--- src/rtl/exec_pkg.sv ---
// Shared types and constants for the execute stage and its iterative MUL/DIV datapath.
package exec_pkg;

    localparam int WIDTH   = 8;
    localparam int RADDR_W = 3;
    localparam int ITER    = WIDTH;

    localparam logic [RADDR_W-1:0] OVER_REG = 3'd7;

    typedef enum logic [2:0] {
        OP_ADD = 3'd0,
        OP_SUB = 3'd1,
        OP_AND = 3'd2,
        OP_OR  = 3'd3,
        OP_XOR = 3'd4,
        OP_SHL = 3'd5,
        OP_MUL = 3'd6,
        OP_DIV = 3'd7
    } opcode_t;

    typedef enum logic [1:0] {
        IDLE = 2'd0,
        MUL  = 2'd1,
        DIV  = 2'd2,
        WB   = 2'd3
    } state_t;

endpackage

--- src/rtl/mul_div_seq.sv ---
// Iterative unsigned multiplier / restoring divider: one product or quotient bit per cycle.
module mul_div_seq
    import exec_pkg::*;
(
    input  logic             clk,
    input  logic             rst,
    input  logic             start,
    input  logic             is_div,
    input  logic [WIDTH-1:0] a,
    input  logic [WIDTH-1:0] b,
    output logic             done,
    output logic [WIDTH-1:0] lo,
    output logic [WIDTH-1:0] hi
);

    logic [2*WIDTH-1:0] acc;
    logic [2*WIDTH-1:0] acc_next;
    logic [WIDTH-1:0]   operand;
    logic               div_mode;
    logic [3:0]         count;
    logic               busy;

    logic [WIDTH:0]     sum;
    logic [WIDTH:0]     shifted;
    logic [WIDTH:0]     diff;

    // acc holds {partial product high, multiplier} for MUL and {remainder, dividend/quotient} for DIV
    always_comb begin
        sum      = {1'b0, acc[2*WIDTH-1:WIDTH]} + {1'b0, operand};
        shifted  = acc[2*WIDTH-1:WIDTH-1];
        diff     = shifted - {1'b0, operand};
        acc_next = acc;
        if (div_mode) begin
            if (shifted >= {1'b0, operand}) begin
                acc_next = {diff[WIDTH-1:0], acc[WIDTH-2:0], 1'b1};
            end else begin
                acc_next = {shifted[WIDTH-1:0], acc[WIDTH-2:0], 1'b0};
            end
        end else begin
            if (acc[0]) begin
                acc_next = {sum, acc[WIDTH-1:1]};
            end else begin
                acc_next = {1'b0, acc[2*WIDTH-1:1]};
            end
        end
    end

    always_ff @(posedge clk or posedge rst) begin
        if (rst) begin
            acc      <= '0;
            operand  <= '0;
            div_mode <= 1'b0;
            count    <= '0;
            busy     <= 1'b0;
        end else if (start) begin
            acc      <= {{WIDTH{1'b0}}, (is_div ? a : b)};
            operand  <= is_div ? b : a;
            div_mode <= is_div;
            count    <= '0;
            busy     <= 1'b1;
        end else if (busy) begin
            acc   <= acc_next;
            count <= count + 4'd1;
            if (count == 4'(ITER - 1)) begin
                busy <= 1'b0;
            end
        end
    end

    // Results are taken from the final step's next value so the caller can latch them on the same edge
    assign done = busy && (count == 4'(ITER - 1));
    assign lo   = acc_next[WIDTH-1:0];
    assign hi   = acc_next[2*WIDTH-1:WIDTH];

endmodule

--- src/rtl/exec_unit.sv ---
// Execute stage feeding the register file write port: single-cycle ALU plus iterative MUL/DIV.
module exec_unit
    import exec_pkg::*;
(
    input  logic               clk,
    input  logic               rst,
    input  logic               valid_i,
    output logic               ready_o,
    input  logic [2:0]         op_i,
    input  logic [WIDTH-1:0]   a_i,
    input  logic [WIDTH-1:0]   b_i,
    input  logic [RADDR_W-1:0] dest_i,
    output logic               writeFlag_o,
    output logic               overFlag_o,
    output logic [RADDR_W-1:0] destReg_o,
    output logic [WIDTH-1:0]   data_o,
    output logic [WIDTH-1:0]   over_o
);

    state_t             state;
    state_t             next_state;
    opcode_t            op;
    logic               accept;
    logic               is_iter;
    logic [RADDR_W-1:0] dest_r;

    logic               seq_done;
    logic [WIDTH-1:0]   seq_lo;
    logic [WIDTH-1:0]   seq_hi;

    logic [WIDTH:0]     sum9;
    logic [WIDTH:0]     diff9;
    logic [2*WIDTH-1:0] shl16;
    logic [WIDTH-1:0]   alu_data;
    logic [WIDTH-1:0]   alu_over;
    logic               alu_of;

    logic               nx_write;
    logic               nx_of;
    logic [RADDR_W-1:0] nx_dest;
    logic [WIDTH-1:0]   nx_data;
    logic [WIDTH-1:0]   nx_over;

    assign op      = opcode_t'(op_i);
    assign ready_o = (state == IDLE);
    assign accept  = valid_i && ready_o;
    // Division by zero never enters the iterative path
    assign is_iter = (op == OP_MUL) || ((op == OP_DIV) && (b_i != '0));

    mul_div_seq u_seq (
        .clk    (clk),
        .rst    (rst),
        .start  (accept && is_iter),
        .is_div (op == OP_DIV),
        .a      (a_i),
        .b      (b_i),
        .done   (seq_done),
        .lo     (seq_lo),
        .hi     (seq_hi)
    );

    always_comb begin
        sum9     = {1'b0, a_i} + {1'b0, b_i};
        diff9    = {1'b0, a_i} - {1'b0, b_i};
        shl16    = {{WIDTH{1'b0}}, a_i} << b_i[2:0];
        alu_data = '0;
        alu_over = '0;
        alu_of   = 1'b0;
        case (op)
            OP_ADD: begin
                alu_data = sum9[WIDTH-1:0];
                alu_over = {{(WIDTH-1){1'b0}}, sum9[WIDTH]};
                alu_of   = 1'b1;
            end
            OP_SUB: begin
                alu_data = diff9[WIDTH-1:0];
                alu_over = {{(WIDTH-1){1'b0}}, diff9[WIDTH]};
                alu_of   = 1'b1;
            end
            OP_AND: alu_data = a_i & b_i;
            OP_OR:  alu_data = a_i | b_i;
            OP_XOR: alu_data = a_i ^ b_i;
            OP_SHL: begin
                alu_data = shl16[WIDTH-1:0];
                alu_over = shl16[2*WIDTH-1:WIDTH];
                alu_of   = 1'b1;
            end
            OP_DIV: begin
                alu_data = '1;
                alu_over = a_i;
                alu_of   = 1'b1;
            end
            default: begin
                alu_data = '0;
                alu_over = '0;
                alu_of   = 1'b0;
            end
        endcase
    end

    always_ff @(posedge clk or posedge rst) begin
        if (rst) begin
            state <= IDLE;
        end else begin
            state <= next_state;
        end
    end

    // Output registers load only on entry to WB, so they are zero in every other state
    always_comb begin
        next_state = state;
        nx_write   = 1'b0;
        nx_of      = 1'b0;
        nx_dest    = '0;
        nx_data    = '0;
        nx_over    = '0;
        case (state)
            IDLE: begin
                if (accept) begin
                    if (is_iter) begin
                        next_state = (op == OP_DIV) ? DIV : MUL;
                    end else begin
                        next_state = WB;
                        nx_write   = 1'b1;
                        nx_of      = alu_of;
                        nx_dest    = dest_i;
                        nx_data    = alu_data;
                        nx_over    = alu_over;
                    end
                end
            end
            MUL, DIV: begin
                if (seq_done) begin
                    next_state = WB;
                    nx_write   = 1'b1;
                    nx_of      = 1'b1;
                    nx_dest    = dest_r;
                    nx_data    = seq_lo;
                    nx_over    = seq_hi;
                end
            end
            WB: next_state = IDLE;
            default: next_state = IDLE;
        endcase
    end

    always_ff @(posedge clk or posedge rst) begin
        if (rst) begin
            dest_r      <= '0;
            writeFlag_o <= 1'b0;
            overFlag_o  <= 1'b0;
            destReg_o   <= '0;
            data_o      <= '0;
            over_o      <= '0;
        end else begin
            if (accept) begin
                dest_r <= dest_i;
            end
            writeFlag_o <= nx_write;
            overFlag_o  <= nx_of;
            destReg_o   <= nx_dest;
            data_o      <= nx_data;
            over_o      <= nx_over;
        end
    end

endmodule
--- config.mk ---
export PLATFORM = sky130hd
export DESIGN_NAME = exec_unit
export DESIGN_NICKNAME = d
export VERILOG_FILES = /design/src/rtl/exec_pkg.sv /design/src/rtl/mul_div_seq.sv /design/src/rtl/exec_unit.sv
export SDC_FILE = /design/constraint.sdc
export NUM_CORES = 1
export LEC_CHECK = 0
export CAP_MARGIN = 30
export CORE_AREA = 2 2 86 121
export CTS_CLUSTER_SIZE = 40
export DETAILED_ROUTE_END_ITERATION = 8
export DIE_AREA = 0 0 88 123
export PLACE_DENSITY = 0.78
export RECOVER_POWER = 25
export SKIP_LAST_GASP = 1
export SLEW_MARGIN = 10
export SYNTH_ARGS = -nofsm -noshare
export SYNTH_HDL_FRONTEND = slang
export SYNTH_SLANG_ARGS = --single-unit
export TNS_END_PERCENT = 100
--- constraint.sdc ---
create_clock -name clk -period 2.2 [get_ports clk]
set_input_delay 0.66 -clock clk [delete_from_list [all_inputs] [get_ports clk]]
set_output_delay 0.66 -clock clk [all_outputs]
set_load 0.05 [all_outputs]
Yosys cells after proc, flatten, opt, wreduce, memory -nomap -nowiden
Cells that the tools add are included.
- register bits after elaboration: 56
- output and inout port bits: 22
- logic and storage cells: 86
- $add $sub $neg: 5
- order comparisons: 1
- eq/ne operators: 13
- shifts and indexed selects: 1
- multiplexer cells: 39
- bitwise operators: 3
- reduce and logical (&&, ||, !) cells: 12
- operator list (cell ; number):
    two-way mux 16 bit ; 5
    two-way mux 8 bit ; 8
    case mux 8 bit (7 select lines) ; 1
    case mux 8 bit (2 select lines) ; 2
    case mux 8 bit (4 select lines) ; 1
    adder 8 x 8 -> 9 bit ; 2
    left shift 8 x 3 -> 16 bit ; 1
    == test 3 bit, second input constant ; 4
    greater-or-equal comparator 9 x 8 -> 1 bit ; 1
    two-way mux 1 bit ; 9
    two-way mux 3 bit ; 3
    subtractor 8 x 8 -> 9 bit ; 1
    AND 8 bit ; 1
    two-way mux 2 bit ; 4
    two-way mux 4 bit ; 2
    bitwise OR 8 bit ; 1
    nonzero test 8 bit ; 1
    subtractor 8 bit ; 1
    XOR 8 bit ; 1
    == test 3 x 2 -> 1 bit, second input constant ; 2
    case mux 2 bit (3 select lines) ; 1
    case mux 3 bit (2 select lines) ; 1
    adder 4 x 1 -> 4 bit, second input constant ; 1
    == test 2 bit, second input constant ; 2
    14 further kinds ; 18

Depth between registers and ports, before layout
- depth in word-level cells: 6
- mapped depth: 10
- mapped depth without buffers: 10

Hierarchy
From an unflattened synthesis, not the netlist that was laid out.
- cell total of the unflattened synthesis: 636
- area total of the unflattened synthesis: 5197.5 um^2
- modules (own cells, without submodules) (module ; instances ; cells an instance ; area an instance (um^2) ; seq. area each (um^2)):
    exec_unit ; 1 ; 355 ; 2713.9 ; 650.6
    mul_div_seq ; 1 ; 281 ; 2483.6 ; 750.7

Worst setup path before layout
No wires, ideal clock.
- kind: input to register
- start point: in a_i[0]
- end point: reg data_o[4]
- setup time: 78 ps
- arrival: 2305 ps
- required time: 2122 ps
- slack: -184 ps
- stages: 10
- path through: inv_1 ha_1 inv_1 fa_1 nand2b_1 a21oi_1 or4_1 and4_1 a41o_1 a21oi_1
- word-level cells in the longest chain between the ends: 5
- elaborated cells between the ends (all ways): 7
- classes of those cells: 2 x add/sub; 1 x shift; 4 x mux
- ends and longest elaborated chain (what ; line ; RTL):
    start, declared ; exec_unit.sv:10 ; input logic [WIDTH-1:0] a_i,
    subtractor 8 x 8 -> 9 bit (tied with other cells) ; exec_unit.sv:64 ; diff9 = {1'b0, a_i} - {1'b0, b_i};
    case mux 8 bit (7 select lines) * ; exec_unit.sv:69 ; case (op)
    two-way mux 8 bit * ; exec_unit.sv:120 ; if (is_iter) begin
    two-way mux 8 bit * ; exec_unit.sv:119 ; if (accept) begin
    case mux 8 bit (2 select lines) * ; exec_unit.sv:117 ; case (state)
    named net nx_data[4] ; exec_unit.sv:41 ; logic [WIDTH-1:0] nx_data;
    end signal, assigned ; exec_unit.sv:162 ; data_o <= nx_data;
    end, declared ; exec_unit.sv:16 ; output logic [WIDTH-1:0] data_o,
Mark *: on every way through the listed nets, which the timed path passes. The rest lies on a longest branch.
A chain may end at the register's enable or synchronous reset.

Worst setup path after layout
- start point: in b_i[1]
- end point: reg data_o[4]
- word-level cells in the longest chain between the ends: 6
- elaborated cells between the ends (all ways): 10
- classes of those cells: 2 x add/sub; 1 x shift; 4 x mux; 3 x reduce/logical
- ends and longest elaborated chain (what ; line ; RTL):
    start, declared ; exec_unit.sv:11 ; input logic [WIDTH-1:0] b_i,
    parallel branches: the longest is 3 deep, another holds subtractor 8 x 8 -> 9 bit ; n/a ;
    two-way mux 8 bit * ; exec_unit.sv:120 ;
    two-way mux 8 bit * ; exec_unit.sv:119 ;
    case mux 8 bit (2 select lines) * ; exec_unit.sv:117 ;
    named net nx_data[4] ; exec_unit.sv:41 ;
Mark *: on every way through the listed nets, which the timed path passes.

==> impl_summary.txt <==
----------------------------------------------------
[Timing]
  RSZ-0062 raised after global routing ... true
  Min Tclk post-route ... 2280 ps
  Min setup slack post-route ... -82.6 ps
  Final cycle utilization of the critical path ... 104%
  Number of slew-limit violations in the final report ... 0
  Endpoints failing setup ... 7
  Pin slew with the least headroom to its limit ... 1250 ps
  Worst slew margin ... 16.4%
  Post-Route Skew ... 4.73 ps
  Maximum frequency from static timing analysis ... 438 MHz
  Setup TNS ... -393 ps
  Fin. Hold Viols ... 0

[Final layout]
  Proportion of layout cells with a drive suffix above 1 ... 40.2%
  Number of antenna cells inserted ... 0
  Final net count ... 889
  Number of fillers in the final layout ... 615
  Layout overhead on the synthesized area ... 51.3%
  Final cell count without fillers ... 951

[Power]
  Power density over the cells ... 1330 mW/mm2
  Power share of the clock group ... 8.1%
  Overall power ... 10.4 mW
  Share of total power in sequential cells ... 17.2%
  Switching share of power ... 48.9%
  Share of total power in combinational logic ... 74.7%
  P_leak ... 3.43 nW
  Worst VDD drop ... 616 uV
  Switch Pwr ... 5.10 mW
  Internal power ... 5.34 mW

[Placed design]
  Dpl ws ... -886 ps
  Sum of net half-perimeters after detailed placement ... 14,700 um
  # port buffers ... 46
  Final weighted congestion of routability-driven global placement ... 1.05
  Cell total after placement ... 926

[Clocking]
  Number of buffers on the longest clock path ... 2
  Clock tree from TritonCTS ... built
  Post-CTS Hold Buffers ... 0
  Clock latency of the later-clocked register in the worst-skew pair ... 300 ps
  Clock slew at the register clock pins of the worst setup and hold paths ... 80 ps
  Number of buffers added by the clock tree synthesis step ... 5
  Buffer cell driving the clock tree root ... sky130_fd_sc_hd__clkbuf_16
  CTS sink count ... 56
  Maximum level of the CTS H-tree ... 2

[Synth]
  Cell area after technology mapping ... 0.00518 mm2
  Number of synthesized flops with an enable pin ... 0
  Synth warn ... 0
  Fraction of synthesis flops using an asynchronous set or reset pin ... 100%
  Share of synthesized area occupied by flip-flops and latches ... 27.0%
  Instance count of the mapped netlist ... 632
  Predominant post-synthesis flop cell ... sky130_fd_sc_hd__dfrtp_1
  Synth Register Bits ... 56
  Net count after synthesis ... 706
  Unique masters post-synth ... 76
  Per-instance average area after synthesis ... 8.20 um2

[Die]
  Width of the die ... 88 um
  Effective utilization at floorplan ... 53.2%
  Die area ... 0.0108 mm2
  Area of the core ... 0.00974 mm2
  Vertical die dimension ... 123 um
  Number of core rows ... 43
  Number of top-level pins ... 47

[Worst setup path]
  Data arrival time at the worst-slack endpoint ... 2510 ps
  Cells along the critical path ... buf_8 -> clkinvlp_4 -> buf_6 -> fa_2 -> nand2b_4 -> a21oi_4 -> or4_1 -> and4_1 -> a41o_1 -> a21oi_1
  Crit path max fanout ... 5
  Element type at the critical path start ... primary input
  Data required time of the worst path ... 2430 ps
  Critical path start-end classification ... primary input to flop
  Path depth of the worst reg2reg path ... 11
  Cell with the largest stage delay on the worst path ... sky130_fd_sc_hd__or4_1
  Worst Setup End Kind ... flop
  Critical Path Max Stage Delay ... 400 ps

[Route]
  Ratio of routed vias to standard cells ... 6.42
  Post-Route WL ... 20,700 um
  Number of nets with antenna violations after detailed routing ... 0
  Vias after detailed routing ... 6,102
  Pre-antenna DRT Iters ... 5
  Average detailed-routed wire length per instance ... 21.7 um
  Residual DRC ... 0
  Starting DRT DRC Count ... 479

[Hold path]
  WHS Path Cells ... 1
  Hold Path Class ... flop to flop

[Global route]
  Antenna violations before repair ... 0
  Overall Global Routing Usage ... 36.4%
  Vias in the first global route ... 6,134
  First-pass GRT wire length ... 30,300 um
  Pin count of the biggest net entering global routing ... 57
  Total congestion overflow ... 0

[Run]
  MaxCap Viol Count ... 0

[Status]
  Violations in the final reports ... setup timing
  Status ... finished, violations left

----------------------------------------------------
==> path summary, 6_finish.rpt <==
kind,startpoint,slack [ps],endpoint
setup / recovery,b_i[1],-80,data_o[4]
hold / removal,dest_r[1],530,dest_r[1]
setup reg to reg,u_seq.acc[7],-80,u_seq.acc[14]
hold reg to reg,dest_r[1],530,dest_r[1]
max in group asynchronous,rst,270,u_seq.operand[1]
min in group asynchronous,rst,1090,state[1]
==> cells in the final DEF (no fill, tap or decap), drive strengths merged, types with 4 or more instances in the layout <==
cell             n
clkbuf           9
a21boi           5
and3             4
xor2             6
nand3b           4
dfrtp           56
a221oi           4
nor2b            9
dlygate4sd2      7
xnor2            6
a211oi          15
a211o            4
a21oi           50
nor2            57
a31oi           20
clkdlybuf4s50   22
o22ai            7
buf            178
o211ai          12
nand3           16
a21o             8
inv             44
nand2b          11
nor3            12
mux2             6
a32oi            6
fa               4
mux2i           24
o21ai           32
o32ai            4
or3              6
ha              45
nand2           57
==> flip-flops by register name, summed over array words and instances, names as in the netlist <==
name            count
data_o              8
destReg_o           3
dest_r              3
overFlag_o          1
over_o              8
state               2
u_seq.acc          16
u_seq.busy          1
u_seq.count         4
u_seq.div_mode      1
u_seq.operand       8
writeFlag_o         1
==> power by group through the flow <==
stage,clock [mW],sequential [mW],combinational [mW]
after floorplan,0,1.88,3.52
after global placement,0,1.73,5.72
after detailed placement,0,1.75,5.90
after CTS,0.852,1.73,6.47
after global routing,0.892,1.82,8.29
final,0.846,1.79,7.81
==> cell usage after synthesis, drive strengths merged (3+ instances only) <==
library cell,count,share of area [%]
nand2,57,4.2
nor2,57,4.2
dfrtp,56,27
a21oi,50,4.9
ha,45,11
inv,45,3.3
o21ai,32,3.1
mux2i,24,4.6
a31oi,20,2.4
clkbuf,20,1.4
buf,17,1.9
nand3,16,1.5
a211oi,15,2.2
nor3,12,1.2
o211ai,12,1.7
nand2b,11,1.4
nor2b,9,1.1
a21o,8,1.2
o22ai,7,0.84
a32oi,6,1.0
mux2,6,1.3
or3,6,0.82
xnor2,6,1.0
xor2,6,1.0
a21boi,5,0.72
a211o,4,0.68
a221oi,4,0.68
and3,4,0.48
fa,4,1.5
nand3b,4,0.58
o32ai,4,0.68
a311oi,3,0.51
a31o,3,0.51
and2,3,0.36
nor4,3,0.77
o2111ai,3,0.63
o21bai,3,0.43
o31ai,3,0.43
or2,3,0.41
==> per-stage QoR <==
stage | utilization [%] | hold slack (ps) | cell area [um2]
finish | 80.5 | 526 | 7840
global route | 80.5 | 548 | 7840
CTS | 76.4 | 522 | 7440
detailed placement | 71.0 | 501 | 6920
global placement | 71.0 | 490 | 6920
floorplan | - | 476 | 5290
==> critical path, delay by kind of cell <==
| family | cells | cell delay [ps] |
|---|---|---|
| AO/OA/AOI/OAI | 3 | 390 |
| adder cells (fa/ha/maj) | 1 | 380 |
| AND/OR/NAND/NOR | 3 | 690 |
| buffers and inverters | 3 | 380 |
==> kinds of logic after synthesis <==
| kind of cell | after synthesis | share of synthesized area, % |
|---|---|---|
| AOI/OAI and AO/OA | 206 | 26.8 |
| and+or+nand+nor | 196 | 18.7 |
| xor gates and xnor gates | 12 | 2.03 |
| muxes | 31 | 6.44 |
| adders and majority gates | 49 | 12.4 |
| DFF | 56 | 27.0 |
| buffers and inverters | 82 | 6.59 |
==> routing by layer <==
layer / vias to the layer above / share of wire (%) / track usage, %
met3: 155 / 6.0 / 3.34
li1: 2691 / - / -
met4: 0 / 8.4 / 25.5
met1: 2916 / 33 / 38.0
met5: - / 0 / 0
met2: 340 / 52 / 66.9
==> final cells by class <==
class / instances / area, um2 / share of cell area (%)
tap: 135 / 169 / 2.15
inverter: 45 / 178 / 2.27
clock buffer: 5 / 125 / 1.60
sequential: 56 / 1400 / 17.9
timing repair buffer: 213 / 1780 / 22.8
multi-input combinational: 494 / 4150 / 53.0
clock inverter: 3 / 27.5 / 0.351
==> timing repair <==
action | in CTS | in global routing
pin swaps | 37 | 46
resized for setup | 116 | 90
endpoints found under the setup margin | 51 | 24
buffers inserted | 10 | 8
No activity file was read; power rests on OpenSTA's default activity.
